### src/rtl/pool_layer_sequencer.sv
// Layer controller for the max-pooling engine: per-channel engine reset,
// row-major pixel streaming, and output addressing with a drain timeout.
module pool_layer_sequencer #(
   parameter int M         = 4,
   parameter int P         = 2,
   parameter int C         = 4,
   parameter int AW        = 16,
   parameter int DRAIN_MAX = 64
) (
   input  logic          clk,
   input  logic          master_rst,
   input  logic          start,
   input  logic [AW-1:0] in_base,
   input  logic [AW-1:0] out_base,
   input  logic          hold,
   input  logic          pool_valid,
   output logic          busy,
   output logic          done,
   output logic          err,
   output logic          pool_rst,
   output logic          rd_en,
   output logic [AW-1:0] rd_addr,
   output logic          pool_ce,
   output logic          wr_en,
   output logic [AW-1:0] wr_addr
);

   localparam int NPIX = M * M;
   localparam int NOUT = (M / P) * (M / P);
   localparam int PW   = $clog2(NPIX);
   localparam int OW   = $clog2(NOUT + 1);
   localparam int CW   = (C > 1) ? $clog2(C) : 1;
   localparam int DW   = $clog2(DRAIN_MAX + 1);

   localparam logic [AW-1:0] CH_IN   = AW'(NPIX);
   localparam logic [AW-1:0] CH_OUT  = AW'(NOUT);
   localparam logic [PW-1:0] PIX_END = PW'(NPIX - 1);
   localparam logic [OW-1:0] OUT_END = OW'(NOUT);
   localparam logic [CW-1:0] CH_END  = CW'(C - 1);
   localparam logic [DW-1:0] DRN_END = DW'(DRAIN_MAX);

   typedef enum logic [2:0] {
      S_IDLE, S_CH_RST, S_STREAM, S_DRAIN, S_DONE
   } state_t;

   state_t        state_q, state_d;
   logic [PW-1:0] pix_q, pix_d;
   logic [OW-1:0] out_q, out_d;
   logic [CW-1:0] ch_q, ch_d;
   logic [DW-1:0] drn_q, drn_d;
   logic [AW-1:0] ibase_q, ibase_d;
   logic [AW-1:0] obase_q, obase_d;
   logic          err_q, err_d;
   logic          busy_q, done_q, prst_q, ce_q;
   logic          active;
   logic [AW-1:0] ch_a;

   assign active = (state_q == S_STREAM) || (state_q == S_DRAIN);
   assign ch_a   = AW'(ch_q);

   assign rd_en   = (state_q == S_STREAM) && !hold;
   assign rd_addr = (state_q == S_STREAM) ?
                    ibase_q + ch_a * CH_IN + AW'(pix_q) : '0;
   assign wr_en   = pool_valid && active && (out_q < OUT_END);
   assign wr_addr = obase_q + ch_a * CH_OUT + AW'(out_q);

   assign busy     = busy_q;
   assign done     = done_q;
   assign err      = err_q;
   assign pool_rst = prst_q;
   assign pool_ce  = ce_q;

   always_comb begin
      state_d = state_q;
      pix_d   = pix_q;
      out_d   = out_q;
      ch_d    = ch_q;
      drn_d   = drn_q;
      ibase_d = ibase_q;
      obase_d = obase_q;
      err_d   = err_q;

      if (wr_en) out_d = out_q + 1'b1;
      // A result beyond the channel's quota is dropped but flagged.
      if (pool_valid && active && (out_q == OUT_END)) err_d = 1'b1;

      unique case (state_q)
         S_IDLE: begin
            if (start) begin
               ibase_d = in_base;
               obase_d = out_base;
               ch_d    = '0;
               err_d   = 1'b0;
               state_d = S_CH_RST;
            end
         end
         S_CH_RST: begin
            pix_d   = '0;
            out_d   = '0;
            drn_d   = '0;
            state_d = S_STREAM;
         end
         S_STREAM: begin
            if (rd_en) begin
               if (pix_q == PIX_END) begin
                  pix_d   = '0;
                  state_d = S_DRAIN;
               end else begin
                  pix_d = pix_q + 1'b1;
               end
            end
         end
         S_DRAIN: begin
            drn_d = drn_q + 1'b1;
            if (out_d == OUT_END) begin
               if (ch_q == CH_END) begin
                  state_d = S_DONE;
               end else begin
                  ch_d    = ch_q + 1'b1;
                  state_d = S_CH_RST;
               end
            end else if (drn_d == DRN_END) begin
               err_d   = 1'b1;
               state_d = S_DONE;
            end
         end
         S_DONE:  state_d = S_IDLE;
         default: state_d = S_IDLE;
      endcase
   end

   always_ff @(posedge clk or posedge master_rst) begin
      if (master_rst) begin
         state_q <= S_IDLE;
         pix_q   <= '0;
         out_q   <= '0;
         ch_q    <= '0;
         drn_q   <= '0;
         ibase_q <= '0;
         obase_q <= '0;
         err_q   <= 1'b0;
         busy_q  <= 1'b0;
         done_q  <= 1'b0;
         prst_q  <= 1'b0;
         ce_q    <= 1'b0;
      end else begin
         state_q <= state_d;
         pix_q   <= pix_d;
         out_q   <= out_d;
         ch_q    <= ch_d;
         drn_q   <= drn_d;
         ibase_q <= ibase_d;
         obase_q <= obase_d;
         err_q   <= err_d;
         busy_q  <= (state_d == S_CH_RST) || (state_d == S_STREAM) ||
                    (state_d == S_DRAIN);
         done_q  <= (state_d == S_DONE);
         prst_q  <= (state_d == S_CH_RST);
         ce_q    <= rd_en;
      end
   end

endmodule

### config.mk
export PLATFORM = sky130hd
export DESIGN_NAME = pool_layer_sequencer
export DESIGN_NICKNAME = d
export VERILOG_FILES = /design/src/rtl/pool_layer_sequencer.sv
export SDC_FILE = /design/constraint.sdc
export NUM_CORES = 1
export LEC_CHECK = 0
export CAP_MARGIN = 10
export CORE_MARGIN = 10
export CORE_UTILIZATION = 39
export DETAILED_ROUTE_END_ITERATION = 12
export MAX_ROUTING_LAYER = met4
export PLACE_DENSITY = 0.67
export SLEW_MARGIN = 10
export SYNTH_ARGS = -nofsm -noshare
export SYNTH_HDL_FRONTEND = slang
export SYNTH_SLANG_ARGS = --single-unit
### constraint.sdc
create_clock -name clk -period 2.55 [get_ports clk]
set_input_delay 0.255 -clock clk [delete_from_list [all_inputs] [get_ports clk]]
set_output_delay 0.255 -clock clk [all_outputs]
set_load 0.02 [all_outputs]
# [Word level (Yosys, flattened, before mapping)]
# Index checks and enable logic that the tools add are counted.
[op_classes] addsub=8 n_lt_le_gt_ge=1 eq_ne=16 muxes=23 reduce_logical=15
[op_table] operator="adder 16 x 4 -> 16 bit" count=2
[op_table] operator="2-to-1 mux 3 bit" count=8
[op_table] operator="adder 16 x 3 -> 16 bit" count=1
[op_table] operator="adder 16 x 6 -> 16 bit" count=1
[op_table] operator="2-to-1 mux 16 bit" count=1
[op_table] operator="case mux 7 bit (2 select lines)" count=1
[op_table] operator="== test 3 x 2 -> 1 bit, second input constant" count=4
[op_table] operator="case mux 3 bit (4 select lines)" count=1
[op_table] operator="== test 3 bit, second input constant" count=3
[op_table] operator="2-to-1 mux 4 bit" count=2
[op_table] operator="case mux 4 bit (2 select lines)" count=1
[op_table] operator="adder 7 x 1 -> 7 bit, second input constant" count=1
[op_table] operator="== test 7 bit, second input constant" count=1
[op_table] operator="== test 3 x 1 -> 1 bit, second input constant" count=2
[op_table] operator="2-to-1 mux 2 bit" count=3
[op_table] operator="inequality test 2 bit, second input constant" count=3
[op_table] operator="nonzero test 2 bit" count=3
[op_table] operator="adder 4 x 1 -> 4 bit, second input constant" count=1
[op_table] operator="== test 4 bit, second input constant" count=1
[op_table] operator="logical AND 1 bit" count=4
[op_table] operator="2-to-1 mux 1 bit" count=4
[op_table] operator="case mux 2 bit (2 select lines)" count=1
[op_table] operator="AND reduction 2 bit" count=2
[op_table] operator="AND reduction 4 bit" count=1
[op_table] operator="9 further kinds" count=11
[totals] regBits=56 in_bits=37 out_inout_bits=39 wordCells=75

# [Logic depth before layout (Yosys ltp)]
# Gate-level depths: netlist (run 1).
[depth] ltp_word=11 ltp_mapped=8 mapped_depth_nobuf=8

# [Worst setup path after synthesis (run 1)]
# OpenSTA, ideal clock, no wires.
[synth_path] path_type="register -> output" startpoint="register out_q[2]" endpoint="output wr_addr[15]" arrival_time_ns=2.312 required_ns=2.295 path_slack_ns=-0.017 path_stages_with_launch=8 n_path_buf=0 path_cell_list="dfrtp_1 fa_1 fa_1 a21o_1 a21oi_1 nor2_1 nand4_1 xnor2_1"
[synth_between] elab_chain_cells=1
[synth_lines] element="start: declaration" line="48" rtl="logic [OW-1:0] out_q, out_d;"
[synth_lines] element="start signal: assignment" line="149" rtl="out_q <= out_d;"
[synth_lines] element="adder 16 x 3 -> 16 bit" line="65" rtl="assign wr_addr = obase_q + ch_a * CH_OUT + AW'(out_q);"
[synth_lines] element="end: declaration" line="25" rtl="output logic [AW-1:0] wr_addr"
# Every way passes these cells.

# [Worst setup path in the final report (run 1)]
[layout_path] startpoint="register out_q[2]" endpoint="output wr_addr[9]"
# The elaborated chain is that of the path after synthesis.

==> results of run 1 <==
[path summary, 6_finish.rpt]
path	startpoint	to	slack (ns)	cells past startpoint
max in group asynchronous	master_rst	pix_q[1]$_DFFE_PP0P_	1.57	3
worst max-delay path	out_q[2]$_DFF_PP0_	wr_addr[9]	-0.24	8
worst min-delay path	master_rst	obase_q[12]$_DFFE_PP0P_	0.43	3
min in group clk	out_base[5]	obase_q[5]$_DFFE_PP0P_	0.45	3
worst min register to register	ibase_q[3]$_DFFE_PP0P_	ibase_q[3]$_DFFE_PP0P_	0.49	2
worst max register to register	out_q[2]$_DFF_PP0_	ch_q[1]$_DFFE_PP0P_	0.50	6
[what timing repair did]
item,in CTS,in global routing
pin swaps,14,21
endpoints found under the hold margin,0,0
gates resized for setup,115,45
buffers inserted,4,3
endpoints found under the setup margin,28,26
[cell families after synthesis]
group / share of synthesized area
compound gates: 0.111
xor+xnor: 0.0690
fa+ha+maj: 0.0864
buf+inv: 0.0208
flops: 0.424
mux: 0.0102
simple gates: 0.278
[worst max-delay path, stage by stage (launching register included)]
cell	delay (ns)
dfrtp_1	0.42
fa_2	0.52
fa_2	0.36
a21o_1	0.17
a21oi_2	0.18
buf_4	0.15
nand3b_1	0.12
xnor2_1	0.13
buf_4	0.16
[layout make-up]
type                       instances  area [um^2]
fill                             764         3530
multi-input combinational        317         2040
sequential                        56         1400
timing repair buffer             116          997
tap                              105          131
clock buffer                       6         72.6
inverter                           7         26.3
clock inverter                     2         16.3
[per-layer routing]
layer | track usage | vias to the layer above | routed length (um)
met4 | 0.0347 | 0 | 97
met5 | - | - | 0
met3 | 0.0527 | 10 | 615
met2 | 0.235 | 70 | 4480
li1 | - | 1546 | -
met1 | 0.183 | 1471 | 4250
[stage by stage]
step	cells	power, mW	instance area, um^2
final	609	5.45	4680
after global routing	609	5.93	4680
after CTS	606	5.30	4560
after detailed placement	594	4.79	4410
after global placement	594	4.73	4410
after floorplan	391	3.36	3320
[cell usage after synthesis, types with 6 or more instances]
cell and count:
nand2_1 126, nand4_1 8, clkbuf_1 7, ha_1 18, xor2_1 15, o21ai_1 17, nand3_1 13, nor3_1 6
a21o_1 6, nor2_1 26, dfrtp_1 56, a21oi_1 12, xnor2_1 11
[cell usage in the layout (no fill, tap or decap), types with 4 or more instances in the layout]
cell type / netlist / routed
nand2_1: 126 / 123
dfrtp_1: 56 / 55
buf_4: 0 / 49
clkdlybuf4s50_1: 0 / 47
nor2_1: 26 / 24
xor2_1: 15 / 14
o21ai_1: 17 / 13
ha_1: 18 / 12
nand3_1: 13 / 11
nand4_1: 8 / 8
a21oi_1: 12 / 7
clkbuf_2: 0 / 7
buf_6: 0 / 7
a21o_1: 6 / 6
xnor2_1: 11 / 6
and3_1: 5 / 5
nor3_1: 6 / 5
o21ai_2: 1 / 5
a21oi_2: 0 / 5
xnor2_2: 0 / 5
clkbuf_8: 0 / 5
inv_1: 5 / 4
o21ai_0: 5 / 4
[registers in the layout, indices dropped and copies added, names as in the netlist]
signal / flops
pool_rst: 1
pix_q: 4
ch_q: 2
pool_ce: 1
state_q: 3
err: 1
done: 1
drn_q: 7
busy: 1
obase_q: 16
out_q: 3
ibase_q: 16
[report_power, final]
group	internal, mW	switching, mW	total, mW
sequential	1.23	0.346	1.58
combinational	1.53	1.84	3.37
clock	0.196	0.305	0.501
total	2.96	2.49	5.45
==> metrics.log, run 1 <==
INFO  metric outcome = finished with violations
INFO  metric failed_checks = setup timing
INFO  metric postRouteWirelength = 9450 um
INFO  metric arrival = 2.54 ns
INFO  metric finalCritPeriodShare = 1.09
INFO  metric track_usage = 0.151
INFO  metric port-buffer-count = 75
INFO  metric dieWidth = 112 um
INFO  metric timing.hold.worst.class = in2async
INFO  metric clock_sinks = 56
INFO  metric yosysWarnings = 0
INFO  metric timing_worst_setup_path_type = reg2out
INFO  metric share_of_flip_flops_with_an_asynchronous_set_or_reset = 1.00
INFO  metric numCtsBuffers = 5
INFO  metric antenna_found_initial = 0
INFO  metric cts_tree = done
INFO  metric cellPowerDensity = 1160 nW/um^2
INFO  metric number_of_global_route_vias_before_repair = between 3,000 and 4,000
INFO  metric clock.fmax = 358 MHz
INFO  metric irDropWorstVdd = slightly below 0.0006 V
INFO  metric num_antenna_cells = 0
INFO  metric gp_congestion = 0.867
INFO  metric hold_viol_final = 0
INFO  metric netlist.area_leader.share = 0.424
INFO  metric syn_to_final_growth = 41.9%
INFO  metric synth-seq-area-share = 0.424
INFO  metric critical_path_required = about 2.3 ns
INFO  metric detailed_place_hpwl = 6640 um
INFO  metric synthTopCellsByArea = dfrtp_1 42%, nand2_1 14%, ha_1 6.8%
INFO  metric synth.distinct_cells = 46
INFO  metric syn_avg_cell_area = 8.44 um^2
INFO  metric grt_max_degree = 57
INFO  metric leakagePower = approximately 2.3 nW
INFO  metric post_synth_inst_count = 391
INFO  metric die_area = 12,500 um^2
INFO  metric drc = 0
INFO  metric max_slew.worst_pin.slew = 0.735 ns
INFO  metric fin_crit = 2.79 ns
INFO  metric drt.antenna.violating_nets = 0
INFO  metric flops_latches_synth = 56
INFO  metric final_net_count = 561
INFO  metric top_level_ports = 76
INFO  metric critical_path_peak_fanout = 3
INFO  metric wire_per_inst = around 16 um
INFO  metric detail_route.first_pass.iterations = 4
INFO  metric postSynthNetCount = 449
INFO  metric count_of_vias_placed_by_the_detailed_router = just over 3,000
INFO  metric timing.final.max_slew_violations = 0
INFO  metric post_layout_utilization_of_the_core = 0.570
INFO  metric report.final.setup_viol = 13
INFO  metric grt_setup_unrepaired = yes
INFO  metric detailed_route_vias_per_instance = 5.09
INFO  metric timing.max_slew.rel_slack = 0.510
INFO  metric cts_root_buffer = clkbuf_8
INFO  metric floorplan.die.height = 112 um
INFO  metric post_route_cells_drive_above_1_share = 0.234
INFO  metric max-clock-path-buffers = 2
INFO  metric worstSetupStartpointType = flip-flop
INFO  metric global_route.overflow_total = 0
INFO  metric layout_setup_ws = -0.242 ns
INFO  metric cts.reportedPaths.clkPinSlew = 0.10 ns
INFO  metric drt_iter0_markers = 126
INFO  metric synth.cell_area = about 3300 um^2
INFO  metric holdBufCountCts = 0
INFO  metric yosysTopAreaCell = dfrtp_1
INFO  metric worst_skew_pair.late_latency = 0.32 ns
INFO  metric cts.htree.levels = 2
INFO  metric cp-end-kind = output port
INFO  metric final_skew = roughly 0.010 ns
INFO  metric synth_edf_count = 0
INFO  metric total_core_area = 8220 um^2
INFO  metric rows = 33
INFO  metric worst_slack_placed = -0.485 ns
INFO  metric maxCapViolCount = 0
INFO  metric fin_worst_hold_slack = about 0.43 ns
INFO  metric dominantRegCellSynth = dfrtp_1
INFO  metric grt_first_pass_wirelength = 15,700 um
INFO  metric setup-tns-final = -1.70 ns
INFO  metric initial_core_util = 0.402
Power figures use the tool's default switching activity.
==> run 2: changes to the inputs <==
--- a/config.mk
+++ b/config.mk
@@ -6,11 +6,13 @@
 export NUM_CORES = 1
 export LEC_CHECK = 0
 export CAP_MARGIN = 10
+export CELL_PAD_IN_SITES_DETAIL_PLACEMENT = 0
+export CELL_PAD_IN_SITES_GLOBAL_PLACEMENT = 1
 export CORE_MARGIN = 10
-export CORE_UTILIZATION = 39
+export CORE_UTILIZATION = 34
 export DETAILED_ROUTE_END_ITERATION = 12
 export MAX_ROUTING_LAYER = met4
-export PLACE_DENSITY = 0.67
+export PLACE_DENSITY_LB_ADDON = 0.1
 export SLEW_MARGIN = 10
 export SYNTH_ARGS = -nofsm -noshare
 export SYNTH_HDL_FRONTEND = slang
==> run 2 against run 1 <==
The run still ends with setup timing left. Routed wire length decreased by 0.88%. Sequential power barely moved. Setup slack better by 0.053 ns. Hold slack got worse by 0.13 ns. Register-to-register slack gained 0.02 ns.
==> metrics.log, run 2 (synthesis gave the netlist of run 1 again) <==
INFO  metric post_route_cells_drive_above_1_share = 0.212 (was 0.234)
INFO  metric reg_top3 = ibase_q x16, obase_q x16, drn_q x7 (unchanged)
INFO  metric stdcell_area = 4670 um^2 (was 4680 um^2)
INFO  metric drt.antenna.violating_nets = 0 (unchanged)
INFO  metric maxCapViolCount = 0 (unchanged)
INFO  metric postRouteWirelength = 9360 um (was 9450 um)
INFO  metric rows = 35 (was 33)
INFO  metric timing.max_slew.rel_slack = 0.503 (was 0.510)
INFO  metric count_of_vias_placed_by_the_detailed_router = 3,043 (was 3,097)
INFO  metric postPlaceCellArea = 4470 um^2 (was 4410 um^2)
INFO  metric max-clock-path-buffers = 2 (unchanged)
INFO  metric pwr-share-seq = 0.292 (was 0.290)
INFO  metric final_skew = 0.0157 ns (was 0.00999 ns)
INFO  metric cts_tree = done (unchanged)
INFO  metric arrival = 2.48 ns (was 2.54 ns)
INFO  metric numCtsBuffers = 5 (unchanged)
INFO  metric antenna_found_initial = 0 (unchanged)
INFO  metric layout_commonest_cell = nand2_1 (unchanged)
INFO  metric worst_skew_pair.late_latency = 0.32 ns (about the same)
INFO  metric worstSetupStartpointType = flip-flop (unchanged)
INFO  metric drc = 0 (unchanged)
INFO  metric failed_checks = setup timing (unchanged)
INFO  metric grt_max_degree = 37 (was 57)
INFO  metric holdBufCountCts = 0 (unchanged)
INFO  metric detailed_place_hpwl = 6880 um (was 6640 um)
INFO  metric critical_path_peak_fanout = 4 (was 3)
INFO  metric p_int = 2.93 mW (was 2.96 mW)
INFO  metric final-instance-count-excl-fill = 630 (was 609)
INFO  metric grt_first_pass_wirelength = 15,600 um (was 15,700 um)
INFO  metric netSwitchingPower = 2.45 mW (was 2.49 mW)
INFO  metric cellPowerDensity = 1150 nW/um^2 (was 1160 nW/um^2)
INFO  metric timing.hold.worst.class = in2async (unchanged)
INFO  metric cts.htree.levels = 2 (unchanged)
INFO  metric p_clk_frac = 0.104 (was 0.092)
INFO  metric initial_core_util = 0.354 (was 0.402)
INFO  metric cts.reportedPaths.clkPinSlew = 0.12 ns (was 0.10 ns)
INFO  metric leakagePower = 2.24 nW (was 2.28 nW)
INFO  metric irDropWorstVdd = 0.000527 V (was 0.000596 V)
INFO  metric clock_sinks = 56 (unchanged)
INFO  metric wire_per_inst = 14.9 um (was 15.5 um)
INFO  metric track_usage = 0.136 (was 0.151)
INFO  metric global_route.overflow_total = 0 (unchanged)
INFO  metric timing_worst_setup_path_type = reg2out (unchanged)
INFO  metric cts_root_buffer = clkbuf_8 (unchanged)
INFO  metric number_of_global_route_vias_before_repair = 3,150 (was 3,266)
INFO  metric report.final.setup_viol = 9 (was 13)
INFO  metric layout_setup_ws = -0.188 ns (was -0.242 ns)
INFO  metric post_layout_utilization_of_the_core = 0.501 (was 0.570)
INFO  metric dieWidth = 119 um (was 112 um)
INFO  metric grt_setup_unrepaired = yes (unchanged)
INFO  metric timing.final.max_slew_violations = 0 (unchanged)
INFO  metric cp-end-kind = output port (unchanged)
INFO  metric syn_to_final_growth = 41.4% (was 41.9%)
INFO  metric finalCritPeriodShare = 1.07 (was 1.09)
INFO  metric gp_congestion = 0.876 (was 0.867)
INFO  metric drt_iter0_markers = 130 (was 126)
INFO  metric netSwitchingFraction = 0.455 (was 0.457)
INFO  metric port-buffer-count = 75 (unchanged)
INFO  metric hold_viol_final = 0 (unchanged)
INFO  metric fin_crit = 2.74 ns (was 2.79 ns)
INFO  metric max_slew.worst_pin.slew = 0.745 ns (was 0.735 ns)
INFO  metric placed_cells = 618 (was 594)
INFO  metric total_core_area = 9330 um^2 (was 8220 um^2)
INFO  metric floorplan.die.height = 119 um (was 112 um)
INFO  metric clock.fmax = 365 MHz (was 358 MHz)
INFO  metric num_antenna_cells = 0 (unchanged)
INFO  metric logic_gate_share_of_total_power = 0.604 (was 0.618)
INFO  metric final_net_count = 558 (was 561)
INFO  metric detail_route.first_pass.iterations = 4 (unchanged)
INFO  metric critical_path_required = 2.30 ns (about the same)
INFO  metric detailed_route_vias_per_instance = 4.83 (was 5.09)
INFO  metric top_level_ports = 76 (unchanged)
INFO  metric final_cell_mix = 125 x nand2_1, 56 x dfrtp_1, 48 x buf_4 (was 123 x nand2_1, 55 x dfrtp_1, 49 x buf_4)
INFO  metric die_area = 14,100 um^2 (was 12,500 um^2)
INFO  metric outcome = finished with violations (unchanged)
run 2: changes by cell type in the layout (fill, tap and decap cells not counted), moves of 3 or more:
cell / before / now
clkbuf_2: 7 / 2
buf_2: 3 / 9
o21ai_2: 5 / 2
buf_6: 7 / 3
run 2: final cells by class:
class / instances / area, um^2
Fill cell: 928 / 4660
Multi-Input combinational cell: 317 / 2000
Sequential cell: 56 / 1400
Timing Repair Buffer: 113 / 977
Tap cell: 129 / 161
Clock buffer: 6 / 82.6
Inverter: 7 / 26.3
Clock inverter: 2 / 18.8
run 2: metal layers:
| metal | routed length (um) | part of all wire | up-vias | GRT usage |
|---|---|---|---|---|
| met5 | 0 | 0 | - | - |
| met4 | 88 | 0.0094 | 0 | 0.0313 |
| met3 | 343 | 0.037 | 6 | 0.0309 |
| met2 | 4360 | 0.47 | 59 | 0.213 |
| met1 | 4580 | 0.49 | 1440 | 0.174 |
| li1 | - | - | 1538 | - |
run 2: worst max-delay path, cell delays in order (launching register included):
cell	delay [ns]
dfrtp_1	0.42
fa_2	0.52
fa_2	0.36
a21o_1	0.17
a21oi_2	0.14
buf_6	0.13
nor2_4	0.04
nand4_1	0.12
xnor2_2	0.12
buf_4	0.16
run 2: worst paths after layout:
kind | startpoint | to | slack [ns] | cells after the start
worst max-delay path | obase_q[2]$_DFFE_PP0P_ | wr_addr[15] | -0.19 | 9
worst min-delay path | master_rst | obase_q[9]$_DFFE_PP0P_ | 0.30 | 2
worst max register to register | out_q[2]$_DFF_PP0_ | ch_q[1]$_DFFE_PP0P_ | 0.52 | 6
worst min register to register | obase_q[0]$_DFFE_PP0P_ | obase_q[0]$_DFFE_PP0P_ | 0.49 | 2
max in group asynchronous | master_rst | err$_DFF_PP0_ | 1.66 | 3
min in group clk | out_base[12] | obase_q[12]$_DFFE_PP0P_ | 0.44 | 3
run 2: stage by stage:
step	hold WS, ns	TNS, ns	setup slack [ns]	power [mW]
after global placement	0.466	-5.68	-0.522	4.77
final	0.303	-1.22	-0.188	5.38
after floorplan	0.360	0	0.0177	3.36
after CTS	0.327	-1.38	-0.207	5.35
after global routing	0.379	-2.80	-0.289	5.85
after detailed placement	0.471	-6.04	-0.527	4.81
run 2: power groups by stage:
| stage | sequential (mW) | combinational (mW) | clock, mW |
|---|---|---|---|
| floorplan | 1.56 | 1.80 | 0 |
| global placement | 1.56 | 3.21 | 0 |
| detailed placement | 1.57 | 3.24 | 0 |
| CTS | 1.56 | 3.22 | 0.580 |
| global route | 1.63 | 3.62 | 0.609 |
| finish | 1.57 | 3.25 | 0.560 |
run 2: repair_timing:
item,in CTS,in global routing
setup endpoints to repair,28,25
buffers inserted,1,3
resized for setup,130,25
pin swaps,18,12
gates cloned,0,0
==> run 3: changes to the inputs <==
--- a/config.mk
+++ b/config.mk
@@ -9,7 +9,9 @@
 export CELL_PAD_IN_SITES_DETAIL_PLACEMENT = 0
 export CELL_PAD_IN_SITES_GLOBAL_PLACEMENT = 1
 export CORE_MARGIN = 10
-export CORE_UTILIZATION = 34
+export CORE_UTILIZATION = 35
+export CTS_BUF_LIST = sky130_fd_sc_hd__clkbuf_4 sky130_fd_sc_hd__clkbuf_8
+export CTS_CLUSTER_SIZE = 28
 export DETAILED_ROUTE_END_ITERATION = 12
 export MAX_ROUTING_LAYER = met4
 export PLACE_DENSITY_LB_ADDON = 0.1
==> run 3 against run 2 <==
The flow still finishes with violations (setup timing). Routed wire length up 1.0%. Non-clock buffer count increased by 10. Sequential power is essentially flat. First-iteration DRC count is 9.2% lower. Utilization rose by 1.7 points. Die area shrank 2.4%. Combinational power grew 5%.
==> metrics.log, run 3 (synthesis gave the netlist of run 1 again) <==
INFO  metric outcome = finished with violations (unchanged)
INFO  metric failed_checks = setup timing (unchanged)
INFO  metric final_cell_mix = 126 x nand2_1, 59 x buf_4, 55 x dfrtp_1 (was 125 x nand2_1, 56 x dfrtp_1, 48 x buf_4)
INFO  metric detailed_place_hpwl = 6790 um (was 6880 um)
INFO  metric clock_sinks = 56 (unchanged)
INFO  metric use_met3 = 0.0392 (was 0.0309)
INFO  metric die_area = 13,700 um^2 (was 14,100 um^2)
INFO  metric grt_max_degree = 57 (was 37)
INFO  metric global_route.usage.met2 = 0.229 (was 0.213)
INFO  metric worst_path_dominant_cell_family = adder cells (unchanged)
INFO  metric crit_path_depth = 8 (was 9)
INFO  metric wire_per_inst = 15.2 um (was 14.9 um)
INFO  metric grt-busiest-layer = met2 (unchanged)
INFO  metric report.final.setup_viol = 11 (was 9)
INFO  metric worst_setup_path_endpoint = wr_addr[9] (was wr_addr[15])
INFO  metric irDropWorstVdd = 0.000506 V (was 0.000527 V)
INFO  metric detailed_route_vias_per_instance = 4.89 (was 4.83)
INFO  metric syn_to_final_growth = 44.1% (was 41.4%)
INFO  metric dieWidth = 117 um (was 119 um)
INFO  metric rr_startpoint = out_q[2]$_DFF_PP0_ (unchanged)
INFO  metric worst_skew_pair.late_latency = 0.32 ns (about the same)
INFO  metric final_net_count = 568 (was 558)
INFO  metric cp-end-kind = output port (unchanged)
INFO  metric startpoint = obase_q[2]$_DFFE_PP0P_ (unchanged)
INFO  metric reg_top3 = ibase_q x16, obase_q x16, drn_q x7 (unchanged)
INFO  metric gp_congestion = 0.831 (was 0.876)
INFO  metric leakagePower = 2.30 nW (was 2.24 nW)
INFO  metric stdcell_area = 4760 um^2 (was 4670 um^2)
INFO  metric postRouteWirelength = 9460 um (was 9360 um)
INFO  metric maxCapViolCount = 0 (unchanged)
INFO  metric timing.final.max_slew_violations = 0 (unchanged)
INFO  metric worstSetupStartpointType = flip-flop (unchanged)
INFO  metric finalCritPeriodShare = 1.08 (was 1.07)
INFO  metric port-buffer-count = 75 (unchanged)
INFO  metric count_of_vias_placed_by_the_detailed_router = 3,039 (was 3,043)
INFO  metric cp_cell_sequence = fa_2 > fa_2 > a21o_1 > a21oi_2 > buf_4 > nand3b_1 > xnor2_1 > buf_4 (was fa_2 > fa_2 > a21o_1 > a21oi_2 > buf_6 > nor2_4 > nand4_1 > xnor2_2 > buf_4)
INFO  metric drc = 0 (unchanged)
INFO  metric cellPowerDensity = 1180 nW/um^2 (was 1150 nW/um^2)
INFO  metric final_skew = 0.00912 ns (was 0.0157 ns)
INFO  metric drt_iter0_markers = 118 (was 130)
INFO  metric track_usage = 0.148 (was 0.136)
INFO  metric initial_core_util = 0.359 (was 0.354)
INFO  metric top_level_ports = 76 (unchanged)
INFO  metric numCtsBuffers = 5 (unchanged)
INFO  metric rr_worst_depth = 6 (unchanged)
INFO  metric drt.antenna.violating_nets = 0 (unchanged)
INFO  metric num_antenna_cells = 0 (unchanged)
INFO  metric grt_setup_unrepaired = yes (unchanged)
INFO  metric postPlaceCellArea = 4430 um^2 (was 4470 um^2)
INFO  metric post_route_cells_drive_above_1_share = 0.235 (was 0.212)
INFO  metric reg2reg_slack = 0.45 ns (was 0.52 ns)
INFO  metric detail_route.first_pass.iterations = 4 (unchanged)
INFO  metric global_route.overflow_total = 0 (unchanged)
INFO  metric antenna_found_initial = 0 (unchanged)
INFO  metric hold_viol_final = 0 (unchanged)
INFO  metric layout_commonest_cell = nand2_1 (unchanged)
INFO  metric cp_num_buf_inv = 2 (unchanged)
INFO  metric report.power.total = 5.61 mW (was 5.38 mW)
INFO  metric max-clock-path-buffers = 2 (unchanged)
INFO  metric timing_worst_setup_path_type = reg2out (unchanged)
INFO  metric timing.hold.worst.class = in2reg (was in2async)
INFO  metric number_of_global_route_vias_before_repair = 3,147 (was 3,150)
INFO  metric cts_tree = done (unchanged)
INFO  metric layout_setup_ws = -0.199 ns (was -0.188 ns)
INFO  metric cts_root_buffer = clkbuf_8 (unchanged)
INFO  metric fin_crit = 2.75 ns (was 2.74 ns)
INFO  metric max_slew.worst_pin.slew = 0.744 ns (was 0.745 ns)
INFO  metric clock.fmax = 364 MHz (was 365 MHz)
INFO  metric groute.layer.met1.usage = 0.189 (was 0.174)
INFO  metric grt_first_pass_wirelength = 15,700 um (was 15,600 um)
INFO  metric total_core_area = 9200 um^2 (was 9330 um^2)
INFO  metric critical_path.slowest_cell = fa_2 (unchanged)
INFO  metric rows = 35 (unchanged)
INFO  metric cts.reportedPaths.clkPinSlew = 0.11 ns (was 0.12 ns)
INFO  metric rr_endpoint = ch_q[0]$_DFFE_PP0P_ (was ch_q[1]$_DFFE_PP0P_)
INFO  metric timing.max_slew.rel_slack = 0.504 (was 0.503)
INFO  metric critical-path-max-stage-delay = 0.52 ns (about the same)
INFO  metric critical_path_peak_fanout = 3 (was 4)
INFO  metric floorplan.die.height = 117 um (was 119 um)
INFO  metric arrival = 2.49 ns (was 2.48 ns)
INFO  metric critical_path_required = 2.30 ns (about the same)
INFO  metric cts.htree.levels = 2 (unchanged)
[run 3: changes by cell type in the layout (fill, tap and decap cells not counted), sizes merged]
cell,before,now
dlygate4sd2,2,3
bufinv,0,1
clkbuf,8,9
clkinvlp,1,0
buf,62,70
[run 3: cell type report]
| type | instances | area [um^2] |
|---|---|---|
| fillers | 884 | 4440 |
| multi-input cells | 317 | 2020 |
| flip-flops and latches | 56 | 1400 |
| repair buffers | 123 | 1050 |
| well taps | 111 | 139 |
| clock buffers | 6 | 76.3 |
| clock inverters | 2 | 38.8 |
| inverters | 7 | 26.3 |
[run 3: per-layer routing]
layer  wire length [um]  vias up  part of all wire
met3                501        6             0.053
met2               4330       53              0.46
met5                  0        -                 0
met4                 87        0            0.0092
met1               4540     1427              0.48
li1                   -     1553                 -
[run 3: worst register-to-register path, stage by stage, from the launching register on]
cell and delay [ns]:
dfrtp_1 0.42, buf_4 0.16, and4bb_4 0.36, mux2i_2 0.27, o21ai_2 0.12, or3_1 0.46
mux2i_1 0.22
[run 3: metrics by stage]
step | hold WS [ns] | setup WS [ns] | TNS (ns) | cells | utilization
6_report | 0.444 | -0.199 | -1.11 | 622 | 0.517
4_1_cts | 0.439 | -0.209 | -1.46 | 615 | 0.501
5_1_grt | 0.449 | -0.293 | -2.55 | 622 | 0.517
2_1_floorplan | 0.360 | 0.0177 | 0 | 391 | -
3_5_place_dp | 0.472 | -0.555 | -5.96 | 600 | 0.482
3_3_place_gp | 0.466 | -0.551 | -6.14 | 600 | 0.482
[run 3: worst min-delay path by stage]
stage                           startpoint                     end  slack [ns]  depth (start not counted)
floorplan                       in_base[0]  ibase_q[0]$_DFFE_PP0P_        0.36                          2
global placement    obase_q[3]$_DFFE_PP0P_  obase_q[3]$_DFFE_PP0P_        0.47                          2
detailed placement  obase_q[1]$_DFFE_PP0P_  obase_q[1]$_DFFE_PP0P_        0.47                          2
CTS                             in_base[1]  ibase_q[1]$_DFFE_PP0P_        0.44                          3
global route                    in_base[8]  ibase_q[8]$_DFFE_PP0P_        0.45                          3
finish                          in_base[1]  ibase_q[1]$_DFFE_PP0P_        0.44                          3
[run 3: power by group]
group	internal [mW]	switching, mW
Clock	0.309	0.328
Combinational	1.58	1.84
Sequential	1.23	0.316
[run 3: timing repair]
item / CTS / global route
endpoints found under the setup margin: 28 / 23
pin swaps: 15 / 21
gates resized for setup: 123 / 36
hold buffers: 0 / 0
buffers inserted: 7 / 7
hold endpoints to repair: 0 / 0
==> patch 1: new RTL, flow settings as in run 1 <==
Remove the register `ce_q`: a continuous assignment takes its place, so the output `pool_ce` follows one clock earlier.
--- a/src/rtl/pool_layer_sequencer.sv
+++ b/src/rtl/pool_layer_sequencer.sv
@@ -144,3 +144,2 @@
          prst_q  <= 1'b0;
-         ce_q    <= 1'b0;
       end else begin
@@ -158,3 +157,2 @@
          prst_q  <= (state_d == S_CH_RST);
-         ce_q    <= rd_en;
       end
@@ -162,2 +160,4 @@
 
+   assign ce_q = rd_en;
+
 endmodule
Formal check against the unedited RTL: not equivalent (Yosys sat finds a counterexample within 4 cycles, from zero or initial values and one cycle with master_rst high).
==> patch 1 against run 1 <==
The flow still finishes with violations (setup timing). Sequential cell count shrank 1. Count of clock-buffer cells in the layout stayed put. Power decreased by 1.6%. Highest routed layer unchanged. Via count shrank 0.29%. Sequential share of layout area shrank 0.13 points. First-iteration DRC count shrank 8.7%. Area after synthesis down 0.53%. Design area decreased by 1.3%. Non-clock buffer count up 3. Utilization down 0.72 points. Clock power is 2% lower. Worst setup slack better by 110 ps. Largest cell class unchanged. Routed wire length shrank 4.1%.
==> patch 1: results <==
INSERT INTO impl_metrics (metric_group, metric, value, unit) VALUES
('route', 'route.vias.total', '3088', ''),
('synth', 'synth_adder_area_share', '0.0869', ''),
('power_and_ir_drop', 'power.ir.vdd_worst', '648', 'uV'),
('synth', 'ys_seq_area_frac', '0.419', ''),
('route', 'detail_route_met2_wl', '4.22', 'mm'),
('route', 'met3_length', '592', 'um'),
('grt', 'grt_start_max_net_pins', '56', ''),
('grt', 'grt_first_pass_wirelength', '15.2', 'mm'),
('final_layout', 'drive_above_1_share', '0.226', ''),
('grt', 'grt_pass1_vias', '3193', ''),
('sta', 'tns_setup', '-1010', 'ps'),
('final_layout', 'finalNetCount', '563', ''),
('route', 'initialDrtViolationCount', '115', ''),
('run_status', 'status', 'finished with violations', ''),
('final_layout', 'filler_cell_count', '751', ''),
('synth', 'ys_types', '47', ''),
('placement', 'preCtsSetupSlack', '-526', 'ps'),
('grt', 'globalRouteMet2Util', '0.230', ''),
('sta', 'report.final.setup_viol', '11', ''),
('sta', 'max_slew.worst_pin.slew', '411', 'ps'),
('grt', 'grtUsageMet3', '0.0456', ''),
('synth', 'complex_gate_fraction_of_the_synthesized_area', '0.112', ''),
('run_status', 'violations_in_the_final_reports', 'setup timing', ''),
('route', 'wl', '9.06', 'mm'),
('route', 'routed_via_density', '5.06', ''),
('sta', 'finalWorstSetupSlack', '-130', 'ps');
==> patch 1: changes by cell type after synthesis, sizes merged <==
| cell | change |
|---|---|
| dfrtp | -1 |
| buf | +1 |
==> patch 1: final timing paths <==
check / cells after the start / startpoint / slack (ps) / end
hold / removal: 3 / master_rst / 310 / ibase_q[7]
hold reg to reg: 2 / obase_q[3] / 490 / obase_q[3]
min in group clk: 3 / in_base[8] / 470 / ibase_q[8]
setup / recovery: 8 / obase_q[2] / -130 / wr_addr[7]
setup reg to reg: 6 / out_q[2] / 560 / ch_q[1]
max in group asynchronous: 3 / master_rst / 1960 / ibase_q[1]
==> patch 1: area by class of cell <==
type	count	area share
multi-input combinational	317	0.431
clock buffer	6	0.0179
tap	105	0.0284
timing repair buffer	119	0.218
sequential	55	0.298
clock inverter	1	0.00108
inverter	7	0.00568
==> patch 1: what timing repair did <==
action | CTS | global route
endpoints found under the setup margin | 28 | 29
pin swaps | 16 | 15
buffers inserted | 5 | 4
resized for setup | 121 | 32
cloned | 0 | 0
==> patch 2: new RTL, flow settings as in run 1 <==
Without the edit above. The parameter `C` goes from 4 to 2.
--- a/src/rtl/pool_layer_sequencer.sv
+++ b/src/rtl/pool_layer_sequencer.sv
@@ -5,3 +5,3 @@
    parameter int P         = 2,
-   parameter int C         = 4,
+   parameter int C         = 2,
    parameter int AW        = 16,
Formal check against the unedited RTL: no difference found for any inputs over 10 cycles, from zero or initial values and one cycle with master_rst high; that may be too few to reach the edited logic, so the function may still have changed.
==> patch 2 against run 1 <==
Worst setup slack better by 100 ps. Utilization down 0.50 points. Power grew 8.8%. Count of clock-buffer cells in the layout fell by 1. Routed wire length decreased by 12%. Sequential cell count is 1 lower. The run still ends with setup timing left. Critical endpoint is now wr_addr[10]. Design area decreased by 1.9%. Cell count down 14%. Area after synthesis decreased by 2.0%.
==> patch 2: results <==
INSERT INTO impl_metrics (metric_group, metric, value, unit) VALUES
('synth', 'netlist_top_cells_area', 'dfrtp_1 (43%), mux2_1 (8.4%), ha_1 (5.4%)', ''),
('sta', 'tns_setup', '-1310', 'ps'),
('final_layout', 'finalNetCount', '474', ''),
('power_and_ir_drop', 'cell_internal_pwr', '0.00332', 'W'),
('route', 'route.vias.total', '2735', ''),
('final_layout', 'drive_above_1_share', '0.287', ''),
('route', 'wl', '8.33', 'mm'),
('worst_setup_path', 'critical_path.reg2reg.endpoint', 'done', ''),
('worst_setup_path', 'ff2ff_path_depth', '5', ''),
('worst_setup_path', 'reg2reg_slack', '710', 'ps'),
('run_status', 'status', 'finished with violations', ''),
('grt', 'grt_util_all_layers', '0.137', ''),
('grt', 'grt_pass1_vias', '2817', ''),
('route', 'initialDrtViolationCount', '86', ''),
('run_status', 'violations_in_the_final_reports', 'setup timing', ''),
('placement', 'finalWeightedCongestion', '0.827', ''),
('synth', 'synth.net_count', '369', ''),
('sta', 'finalWorstSetupSlack', '-141', 'ps'),
('grt', 'grt_start_max_net_pins', '38', ''),
('sta', 'hold-worst-slack', '300', 'ps'),
('worst_setup_path', 'critPathMaxFanout', '6', ''),
('sta', 'report.final.setup_viol', '17', ''),
('worst_setup_path', 'crit_slowest_cell', 'fa_1', ''),
('synth', 'ys_types', '57', ''),
('final_layout', 'filler_cell_count', '734', '');
## patch 2: power by group through the flow
stage / Combinational, W / Sequential [W] / Clock (W)
6_report: 0.00376 / 0.00156 / 0.000605
5_1_grt: 0.00411 / 0.00163 / 0.000663
4_1_cts: 0.00360 / 0.00154 / 0.000626
3_5_place_dp: 0.00355 / 0.00155 / 0
3_3_place_gp: 0.00351 / 0.00153 / 0
2_1_floorplan: 0.00206 / 0.00153 / 0
## patch 2: metal layers
metal,vias up,GRT usage,share of wire
met5,-,-,0
met4,0,0.0360,0.0071
met3,4,0.0303,0.043
met2,70,0.227,0.50
met1,1300,0.164,0.45
li1,1361,-,-
## patch 2: what timing repair did
item,CTS,global route
gates cloned,1,0
pin swaps,16,20
resized for setup,144,35
setup endpoints to repair,28,26
setup buffers,3,3
## patch 2: area by class of cell
cell class | count | area (um2) | area share
Multi-Input combinational cell | 239 | 1970 | 0.428
Sequential cell | 55 | 1380 | 0.300
Timing Repair Buffer | 110 | 970 | 0.211
Tap cell | 105 | 131 | 0.0286
Clock buffer | 5 | 68.8 | 0.0150
Clock inverter | 3 | 47.5 | 0.0103
Inverter | 9 | 33.8 | 0.00735
## patch 2: through the flow
stage               utilization  area, um2  total power (W)  cells  setup WS, ps
floorplan                     -       3240          0.00359    315          53.1
global placement          0.526       4280          0.00504    511          -433
finish                    0.565       4600          0.00593    526          -141
detailed placement        0.526       4280          0.00511    511          -519
global route              0.565       4600          0.00640    526          -271
CTS                       0.549       4460          0.00576    523          -164
## patch 2: cell families after synthesis
| kind of cell | share of synthesized area |
|---|---|
| and+or+nand+nor | 0.160 |
| AOI/OAI and AO/OA | 0.157 |
| DFF | 0.425 |
| muxes | 0.108 |
| buffers and inverters | 0.0309 |
| xor gates and xnor gates | 0.0460 |
| adders and majority gates | 0.0727 |
